File: config.mk
export PLATFORM = sky130hd
export DESIGN_NAME = cpu_sequencer
export DESIGN_NICKNAME = d
export VERILOG_FILES = /design/src/rtl/cpu_sequencer.sv
export SDC_FILE = /design/constraint.sdc
export NUM_CORES = 1
export LEC_CHECK = 0
export CAP_MARGIN = 0
export CORE_UTILIZATION = 40
export DETAILED_ROUTE_END_ITERATION = 6
export PLACE_DENSITY = 0.72
export SYNTH_ARGS = -nofsm -noshare
export SYNTH_HDL_FRONTEND = slang
export SYNTH_SLANG_ARGS = --single-unit
File: constraint.sdc
create_clock -name clk -period 2.1 [get_ports clk]
set_input_delay 0.42 -clock clk [delete_from_list [all_inputs] [get_ports clk]]
set_output_delay 0.42 -clock clk [all_outputs]
set_load 0.005 [all_outputs]
File: src/rtl/cpu_sequencer.sv
// Fetch/execute sequencer for the 4-bit computer: latches instructions, runs the
// source-mux + immediate adder, and writes back A/B/out_port/carry/PC under control-word loads.
module cpu_sequencer (
  input  logic       clk,
  input  logic       rst,
  input  logic       en,
  output logic [3:0] pc,
  input  logic [7:0] instr,
  output logic [3:0] opcode,
  input  logic [9:0] ctrl,
  input  logic [3:0] in_port,
  output logic [3:0] out_port,
  output logic [3:0] reg_a,
  output logic [3:0] reg_b,
  output logic       carry,
  output logic       fetch
);

  typedef enum logic {
    ST_FETCH = 1'b0,
    ST_EXEC  = 1'b1
  } state_t;

  state_t     state_q, state_d;
  logic [3:0] pc_q, pc_d;
  logic [7:0] ir_q, ir_d;
  logic [3:0] a_q, a_d;
  logic [3:0] b_q, b_d;
  logic [3:0] out_q, out_d;
  logic       carry_q, carry_d;

  logic [3:0] src;
  logic [4:0] sum;
  logic       jump_taken;

  always_comb begin
    unique case (ctrl[1:0])
      2'b00:   src = a_q;
      2'b01:   src = b_q;
      2'b10:   src = in_port;
      default: src = 4'd0;
    endcase
    sum = {1'b0, src} + {1'b0, ir_q[3:0]};
    // Conditional jump looks at the carry left by the previous instruction.
    jump_taken = ctrl[5] && (!ctrl[6] || !carry_q);
  end

  always_comb begin
    state_d = state_q;
    pc_d    = pc_q;
    ir_d    = ir_q;
    a_d     = a_q;
    b_d     = b_q;
    out_d   = out_q;
    carry_d = carry_q;
    if (en) begin
      unique case (state_q)
        ST_FETCH: begin
          ir_d    = instr;
          state_d = ST_EXEC;
        end
        ST_EXEC: begin
          if (ctrl[2]) a_d   = sum[3:0];
          if (ctrl[3]) b_d   = sum[3:0];
          if (ctrl[4]) out_d = sum[3:0];
          carry_d = sum[4];
          pc_d    = jump_taken ? sum[3:0] : pc_q + 4'd1;
          state_d = ST_FETCH;
        end
        default: state_d = ST_FETCH;
      endcase
    end
  end

  always_ff @(posedge clk) begin
    if (rst) begin
      state_q <= ST_FETCH;
      pc_q    <= 4'd0;
      ir_q    <= 8'd0;
      a_q     <= 4'd0;
      b_q     <= 4'd0;
      out_q   <= 4'd0;
      carry_q <= 1'b0;
    end else begin
      state_q <= state_d;
      pc_q    <= pc_d;
      ir_q    <= ir_d;
      a_q     <= a_d;
      b_q     <= b_d;
      out_q   <= out_d;
      carry_q <= carry_d;
    end
  end

  assign pc       = pc_q;
  assign opcode   = ir_q[7:4];
  assign out_port = out_q;
  assign reg_a    = a_q;
  assign reg_b    = b_q;
  assign carry    = carry_q;
  assign fetch    = (state_q == ST_FETCH);

endmodule

# Yosys cells after proc, flatten, opt, wreduce, memory -nomap -nowiden
# Index checks and enable logic that the tools add are counted.
[totals] regBits=26 input_bits=25 output_inout_bits=22 wordCells=25
[classes] n_addsub=2 n_eq_ne=2 muxes=3 n_bitwise=1 n_reduce_logical=10
[op_table] operator="case mux 4 bit (3 select lines)" count=1
[op_table] operator="AND reduction 3 bit" count=3
[op_table] operator="adder 4 x 4 -> 5 bit" count=1
[op_table] operator="adder 4 x 1 -> 4 bit, second input constant" count=1
[op_table] operator="2-to-1 mux 4 bit" count=1
[op_table] operator="AND reduction 2 bit" count=2
[op_table] operator="== test 2 x 1 -> 1 bit, second input constant" count=1
[op_table] operator="== test 2 bit, second input constant" count=1
[op_table] operator="zero test 1 bit" count=2
[op_table] operator="zero test 2 bit" count=1
[op_table] operator="case mux 1 bit (2 select lines)" count=1
[op_table] operator="logical AND 1 bit" count=1
[op_table] operator="logical OR 1 bit" count=1
[op_table] operator="NOT 1 bit" count=1

# Longest topological paths before layout
# Gate-level depths: netlist of run 1.
[logic_depth] depth_word=4 depth_mapped=11 depth_no_buf=10

# Worst setup path after synthesis of run 1
# No wires, ideal clock.
[synth_path] path_kind="input to register" startpoint="in ctrl[1]" endpoint="reg pc_q[2] (netlist: pc[2])" setup_ns=0.132 arrival_time_ns=2.026 required_time_ns=1.968 slack_ns=-0.058 cell_stages=11 n_path_buf=1 path_cell_list="clkbuf_1 -> nor2b_1 -> nand2_1 -> o21ai_0 -> ha_1 -> inv_1 -> fa_1 -> xnor2_1 -> and2_1 -> o21ai_1 -> a21oi_1"
[synth_via] elab_chain_len=4 word_cells_on_any_way=6 classes_between="1 x add/sub; 2 x eq/ne; 2 x mux; 1 x reduce/logical"
[synth_lines] element="start: declaration" line_no="10" source="input logic [9:0] ctrl,"
[synth_lines] element="== test 2 bit, or another cell as far along" line_no="37" source="unique case (ctrl[1:0])"
[synth_lines] element="case mux 4 bit (3 select lines) *" line_no="37"
[synth_lines] element="adder 4 x 4 -> 5 bit *" line_no="43" source="sum = {1'b0, src} + {1'b0, ir_q[3:0]};"
[synth_lines] element="2-to-1 mux 4 bit *" line_no="67" source="pc_d = jump_taken ? sum[3:0] : pc_q + 4'd1;"
[synth_lines] element="end signal: assignment" line_no="86" source="pc_q <= pc_d;"
[synth_lines] element="end: declaration" line_no="25" source="logic [3:0] pc_q, pc_d;"
# Every way passes the cells marked *; elsewhere a longest branch is shown, timed or not.
# A chain may end at the register's enable or synchronous reset.

# Worst setup path after layout of run 1
[layout_path] startpoint="in in_port[0]" endpoint="reg a_q[2] (netlist: reg_a[2])"
[layout_via] elab_chain_len=2
[layout_lines] element="start: declaration" line_no="11" source="input logic [3:0] in_port,"
[layout_lines] element="case mux 4 bit (3 select lines)" line_no="37"
[layout_lines] element="adder 4 x 4 -> 5 bit" line_no="43"
[layout_lines] element="end signal: assignment" line_no="80" source="a_q <= 4'd0;"
[layout_lines] element="end signal: assignment" line_no="88" source="a_q <= a_d;"
[layout_lines] element="end: declaration" line_no="27" source="logic [3:0] a_q, a_d;"
# No other way between the ends.

==> results.txt, run 1 <==
- The run finished with clean final reports.
- First-pass GRT wire length: 4890 um
- Most frequent cell after synthesis: dfxtp_1
- Number of buffer and inverter instances along the worst setup path: 3
- Worst setup margin: 0.0825 ns
- The most numerous cell type found on the critical path is mux2i_1.
- For this design the total switching power over the nets is 255 uW.
- Synthesis-to-finish area growth: 36.7%
- Total global routing overflow: 0
- Core area: 3130 um^2
* Worst r2r dst: reg_a[2]$_SDFFE_PP0P_
- Predominant post-synthesis flop cell: dfxtp_1
- Total Power: 989 uW
- In the routed design, unresolved DRC markers number 0.
- In this run the critical register-to-register path is launched from reg_a[0]$_SDFFE_PP0P_.
* First-iteration detailed-routing DRC count: 13
* Kind of capture point of the worst setup path: register
- Via/cell ratio: 4.90
- Final Max Slew Viols: 0
* TritonCTS clock tree: yes
- The cell sitting at the root of the clock tree is a clkbuf_4.
- In the final layout, the multi-input gates occupy 729 um^2.
- Share of the yosys chip area belonging to registers: 0.386
- Static Leakage: 0.000712 uW
* Peak ir drop on the vdd network: 0.250 mV
- Of the cells placed in the final design, the portion with a size suffix greater than 1 is 0.133.
* Max FO, Critical Path: 3
- Gp weighted congestion: 0.807
- The critical path goes through clkdlybuf4s50_1 > mux2i_1 > o21ai_1 > ha_2 > inv_1 > fa_2 > xnor2_1 > buf_4 > mux2i_1 > nor2_1.
- Fill cell total of the finished layout: 293
- Across the run, the number of max-cap violations was 0.
* Number of global-route vias before repair: 1102
* Path length in cells of the critical path: 10
* Total power divided by cell area: 536 nW/um^2
* Worst Hold Class: register to register
- Cell count after placement: 235
- The largest total area in the synthesized netlist belongs to dfxtp_1.
- The number of hold buffers added after CTS was 0.
- Clock tree synthesis inserted a total of 3 buffers.
- Kind of critical path: input pin to register
* Crit-path leading delay family: buffers and inverters
- On the final layout, the worst clock skew is 0.0184 ns.
- Count of nets after finishing: 228
- Counting every sink on the clock net gives 26.
- Clock latency on the worst-skew pair: 0.33 ns
- In the final routing, the length of wire on met1 measures 1340 um.
* # rows: 20
- Clock transition time at the flip-flop clock pins of the worst setup and hold paths: 0.13 ns
- Router iterations before antenna repair: 4
- For this run, asynchronously set or reset flops after synthesis account for 0.
- The number of antenna violations at the first check in global routing was 0.
* Least-Margin Pin Slew: 0.484 ns
* Top metal layer carrying routed signals: met4
* Top achievable clock speed: 496 MHz
- Final HPWL DP: 2440 um
- The setup check on the worst reg-to-reg path leaves a slack of 0.25 ns.
- Detailed routing placed a total of 1640 um of wire on met2.
* Post-synth cell types: 33
- Clk buf depth: 2
- In this run, synthesis produced a sequential element count of 26.
* Avg Cell Area, Syn: 8.76 um^2
- Counting flops with a built-in enable in the synthesized netlist gives 0.
- Final core utilization: 0.590
* Routed wire length: 3120 um
* Net switching fraction of the power: 0.257
- The synthesized netlist occupies a cell area of 1350 um^2.
* Number of instances in the synthesized netlist: 154
* Number of antenna repair diodes: 0
- Cell internal power was estimated by the tool at 734 uW.
- Commonest cells in the netlist: dfxtp_1 (26), nand2_1 (24), a21oi_1 (15)
- STA classifies the critical path startpoint as an input pin.
- The count of nets left with antenna violations once routing finished came out at 0.
* Tcrit/Tclk final: 0.961
- Headroom to the max-slew limit came out at 0.677.
- Storage cell area: 520 um^2
* Delay of the slowest cell on the worst path: 0.45 ns
- Wire segments on met3 add up to 114 um in the final route.
- 47 I/O pins were placed.
- Required time at the worst-slack endpoint: 2.31 ns
* Worst setup path endpoint: reg_a[2]$_SDFFE_PP0P_
- Setup repair after global routing left no endpoint under its margin.
- Detailed routing inserted a total of 1175 vias.
- Number of port buffers: 43
- # setup viols final: 0
- Dividing the detail-routed wire length by the instance count gives 13.0 um.
- Final cell count without fillers: 240
- At the worst endpoint, the arrival time is 2.23 ns.
- Final Hold Vio Count: 0
- Counting I/O delays and the setup requirement, the final critical path takes 2.02 ns.
- The share of total power dissipated in combinational logic is 0.206.
* Vertical die dimension: 60.1 um
- Number of warning messages in the yosys log: 0
* Worst slack at placement: -0.530 ns
- The share of total power dissipated in the clock network is 0.258.
- Starting Density: 0.431
- Crit path launch: in_port[0]
- Largest net degree at the start of global routing: 27
- When the netlist entered floorplanning its net count stood at 185.
- Power share of the sequential group: 0.536
- The die covers 3610 um^2.
* Cell types occupying the most area after synthesis: dfxtp_1 (39%), mux2i_1 (8.2%), nand2_1 (6.7%)
* Path depth of the worst reg2reg path: 9
- Portion of synthesized cell area occupied by the leading cell type: 0.386
- Among all stages on the critical path, the largest delay is contributed by clkdlybuf4s50_1.
- In this run the number of H-tree levels came out at 1.
- From left edge to right edge, the die measures 60.1 um.
- Across every metal layer, demand over resource in global routing totals 0.185.
[through the flow]
step	instance area, um^2	setup TNS, ns	hold slack [ns]
3_5_place_dp	1800	-6.02	0.457
4_1_cts	1850	0	0.473
5_1_grt	1840	0	0.499
3_3_place_gp	1800	-5.15	0.446
6_report	1840	0	0.471
2_1_floorplan	1350	0	0.437
[per-layer routing]
metal,track usage,vias to the layer above
li1,-,602
met1,0.204,539
met2,0.352,30
met3,0.0325,4
met4,0.0598,0
met5,0,-
[kinds of logic after synthesis]
kind of cell	Yosys count	share of synthesized area
mux	11	0.0816
compound gates	32	0.162
buf+inv	18	0.0825
flops	26	0.386
fa+ha+maj	6	0.0612
simple gates	60	0.220
xor+xnor	1	0.00649
[worst min-delay path, delay by kind of cell, from the launching register on]
kind               cells  cell delay, ns
DFF                    1            0.33
and+or+nand+nor        1            0.05
AOI/OAI and AO/OA      1            0.05
[how the worst min path moves through the flow]
| stage | start | end | slack [ns] | depth (start not counted) |
|---|---|---|---|---|
| after floorplan | ir_q[4]$_SDFFE_PP0P_ | ir_q[4]$_SDFFE_PP0P_ | 0.44 | 2 |
| after global placement | ir_q[7]$_SDFFE_PP0P_ | ir_q[7]$_SDFFE_PP0P_ | 0.45 | 2 |
| after detailed placement | ir_q[4]$_SDFFE_PP0P_ | ir_q[4]$_SDFFE_PP0P_ | 0.46 | 2 |
| after CTS | ir_q[4]$_SDFFE_PP0P_ | ir_q[4]$_SDFFE_PP0P_ | 0.47 | 2 |
| after global routing | ir_q[4]$_SDFFE_PP0P_ | ir_q[4]$_SDFFE_PP0P_ | 0.50 | 2 |
| final | ir_q[4]$_SDFFE_PP0P_ | ir_q[4]$_SDFFE_PP0P_ | 0.47 | 2 |
[area by class of cell]
cell class | count | share of cell area
inverter | 5 | 0.0102
tap | 44 | 0.0299
multi-input combinational | 110 | 0.396
clock buffer | 4 | 0.0197
sequential | 26 | 0.282
timing repair buffer | 51 | 0.263
[state kept, by name, indices dropped and copies added, names as in the netlist]
| name | count |
|---|---|
| ir_q | 8 |
| pc | 4 |
| state_q | 1 |
| reg_b | 4 |
| reg_a | 4 |
| out_port | 4 |
| carry | 1 |
[layout by cell type, fill, tap and decap left out, types with 2 or more instances in the layout]
master / n
nand2_1: 24
a21oi_1: 15
buf_4: 8
mux2i_1: 11
clkbuf_4: 3
nor2_1: 12
clkdlybuf4s50_1: 41
nand2b_1: 4
ha_1: 4
nor2b_1: 3
dfxtp_1: 26
nand3_1: 4
a31oi_1: 2
a211oi_2: 5
and3_1: 4
o21ai_0: 4
inv_1: 4
and2_1: 2
o21ai_1: 3
[what timing repair did]
item | in CTS | in global routing
buffers inserted | 1 | 0
resized for setup | 5 | 3
endpoints found under the setup margin | 13 | 9
pin swaps | 2 | 0
[power groups by stage]
stage	logic, uW	clock network, uW	registers (uW)
6_report	203	255	530
3_5_place_dp	202	0	541
5_1_grt	222	282	533
4_1_cts	205	260	530
2_1_floorplan	107	0	538
3_3_place_gp	195	0	540
No activity file was read; power rests on OpenSTA's default activity.
==> inputs of run 2 (changes only) <==
--- a/config.mk
+++ b/config.mk
@@ -5,7 +5,7 @@
 export SDC_FILE = /design/constraint.sdc
 export NUM_CORES = 1
 export LEC_CHECK = 0
-export CAP_MARGIN = 0
+export CAP_MARGIN = 20
 export CORE_UTILIZATION = 40
 export DETAILED_ROUTE_END_ITERATION = 6
 export PLACE_DENSITY = 0.72
==> results of run 2 <==
Final layout, timing and power as in run 1 (identical DEF).
==> inputs of run 3 (changes only) <==
--- a/config.mk
+++ b/config.mk
@@ -6,9 +6,12 @@
 export NUM_CORES = 1
 export LEC_CHECK = 0
 export CAP_MARGIN = 20
+export CORE_MARGIN = 5
 export CORE_UTILIZATION = 40
+export CTS_CLUSTER_SIZE = 14
 export DETAILED_ROUTE_END_ITERATION = 6
 export PLACE_DENSITY = 0.72
+export SETUP_SLACK_MARGIN = 0.2
 export SYNTH_ARGS = -nofsm -noshare
 export SYNTH_HDL_FRONTEND = slang
 export SYNTH_SLANG_ARGS = --single-unit
==> results.txt, run 3 (synthesized netlist as in run 1, its figures left out) <==
- The number of CTS-inserted buffers came to 3 (unchanged).
- The slew at the pin with the worst max-slew slack came to 0.469 ns (-0.0145 ns).
- Clock latency on the worst-skew pair: 0.33 ns (about the same)
- Clock transition time at the flip-flop clock pins of the worst setup and hold paths: 0.14 ns (about the same)
- Tcrit/Tclk final: 0.862 (-0.0983)
- Peak ir drop on the vdd network: 0.507 mV (+100%)
- Required time at the worst-slack endpoint: 2.32 ns (about the same)
* Final Max Slew Viols: 0 (unchanged)
- The I/O pin count is 47 (unchanged).
- Clock Sinks: 26 (unchanged)
* Top achievable clock speed: 552 MHz (+11%)
- Clk buf depth: 2 (unchanged)
- ANT nets after route: 0 (unchanged)
* Remaining max-slew budget at the tightest pin: 0.686 (+0.00971)
* Synthesis-to-finish area growth: 41.1%
- The total number of vias came to 1201 (+2.2%).
- The smallest hold slack is 0.482 ns (+0.0117 ns).
* Largest net degree at the start of global routing: 27 (unchanged)
- The count of input and output buffers is 43 (unchanged).
- STA classifies the critical path startpoint as an input pin.
* Die Outline Area: 4630 um^2 (+28%)
* Starting Density: 0.407 (-0.0238)
- The residual overflow from global routing was 0 (unchanged).
- The row count was 21 (+5.0%).
- The core outline area was 3310 um^2 (+5.8%).
- DRC violations left: 0 (unchanged)
- The post-detailed-route via-to-cell ratio came to 4.94 (+0.95%).
* Horizontal die dimension: 68.1 um (+13%)
- Worst Hold Class: register to register
* Static Leakage: 0.000735 uW (+3.3%)
- Final cell count without fillers: 243 (+1.3%)
- The H-tree depth reported by CTS was 1 (unchanged).
- The global placer's final weighted congestion came to 0.756 (-6.3%).
- The share of the core filled with cells in the final layout was 0.575 (-0.0148).
* Number of global-route vias before repair: 1247 (+13%)
* First-iteration detailed-routing DRC count: 61 (+48)
- The total routed wirelength was 3430 um (+10%).
* # setup viols final: 0 (unchanged)
- Most frequent cells in the layout: clkdlybuf4s50_1 (38), nand2_1 (24), dfxtp_1 (23), a21oi_1 (15), nor2_1 (12)
* Antenna violations before repair: 0 (unchanged)
* TritonCTS clock tree: yes
- The overall power consumption is 1080 uW (+9.6%).
- The number of instances in the placed design was 237 (+0.85%).
- Max FO, Critical Path: 4 (+1)
- The tree is rooted in a clkbuf_4.
* Tmin final: 1.81 ns (-0.206 ns)
- The antenna diode count is 0 (unchanged).
- The number of endpoints with negative hold slack in the final report is 0 (unchanged).
- Counting flops per register, the top entry is ir_q.
- Number of maximum-capacitance violations: 0 (unchanged)
- Routed WL per cell: 14.1 um (+8.7%)
- The worst setup path is of the input pin to register kind.
* Final HPWL DP: 2680 um (+9.7%)
- The height of the chip came to 68.1 um (+13%).
- Leaving out fill and tap cells, the most frequent cell in the layout is clkdlybuf4s50_1.
- The final setup skew came to 0.00838 ns (-0.00997 ns).
- The filler cell count is 326 (+11%).
- The flip-flop count of the largest register, all copies and words added is 8 (unchanged).
- Total routing usage reported by global routing: 0.163 (-0.0219)
- Result of the run: complete, no violations
* Router iterations before antenna repair: 4 (unchanged)
* Total power divided by cell area: 569 nW/um^2 (+6.2%)
- Data arrival at the endpoint of the critical path: 2.03 ns (-0.20 ns)
- STA classifies the critical path endpoint as a register.
- The first-pass GRT wire length was 5740 um (+18%).
- Share of layout cells above drive strength 1: 0.188 (+0.0552)
- Count of nets after finishing: 229 (+0.44%)
* RSZ-0062 raised after global routing: yes
- The total negative setup slack was 0 ns (unchanged).
- Number of buffers inserted for hold repair after clock tree synthesis: 0 (unchanged)
## run 3: changes by cell type in the layout (fill, tap and decap cells not counted), sizes merged
cell / delta
buf: +2
bufinv: +1
clkbuf: -2
clkdlybuf4s15: +1
clkdlybuf4s50: -3
dlygate4sd2: +2
## run 3: layout make-up
cell class | count | area (um^2) | area share
sequential | 26 | 524 | 0.275
clock buffer | 3 | 22.5 | 0.0118
tap | 46 | 57.6 | 0.0302
clock inverter | 1 | 30.0 | 0.0158
multi-input combinational | 110 | 761 | 0.400
timing repair buffer | 52 | 489 | 0.257
inverter | 5 | 18.8 | 0.00986
## run 3: final timing paths
path                                             from                    to  slack, ns  cells past startpoint
worst min-delay path             ir_q[7]$_SDFFE_PP0P_  ir_q[7]$_SDFFE_PP0P_       0.48                      2
worst min register to register   ir_q[7]$_SDFFE_PP0P_  ir_q[7]$_SDFFE_PP0P_       0.48                      2
worst max-delay path                          ctrl[0]    pc[2]$_SDFFE_PP0P_       0.29                     11
worst max register to register  reg_a[2]$_SDFFE_PP0P_    pc[3]$_SDFFE_PP0P_       0.30                      7
## run 3: per-layer routing
layer / global-route usage / up-vias / wire, um / share of wire
met4: 0.0298 / 0 / 23 / 0.0067
met2: 0.279 / 40 / 1770 / 0.52
met1: 0.202 / 549 / 1400 / 0.41
li1: - / 608 / - / -
met3: 0.0509 / 4 / 238 / 0.069
met5: 0 / - / 0 / 0
## run 3: worst max-delay path: stages
cell and delay [ns]:
clkdlybuf4s15_1 0.18, nor2b_4 0.17, nand2_1 0.06, o21ai_1 0.08, ha_2 0.21, inv_2 0.05
fa_2 0.37, xnor2_2 0.15, and2_1 0.15, o21ai_1 0.12, a21oi_1 0.07
## run 3: report_power, final
part / leakage, uW / total, uW / switching [uW] / internal, uW
sequential: 0.000213 / 530 / 17.4 / 513
combinational: 0.000494 / 210 / 93.9 / 116
clock: 0.0000279 / 343 / 150 / 193
## run 3: timing repair
| item | in CTS | in global routing |
|---|---|---|
| gates resized for setup | 11 | 5 |
| pin swaps | 13 | 9 |
| setup endpoints to repair | 13 | 7 |
| setup buffers | 1 | 1 |
| cloned | 0 | 0 |
## run 3: through the flow
| stage | area [um^2] | worst slack (ns) |
|---|---|---|
| 2_1_floorplan | 1410 | 0.115 |
| 3_3_place_gp | 1830 | -0.450 |
| 3_5_place_dp | 1830 | -0.566 |
| 4_1_cts | 1890 | 0.210 |
| 5_1_grt | 1900 | 0.166 |
| 6_report | 1900 | 0.289 |
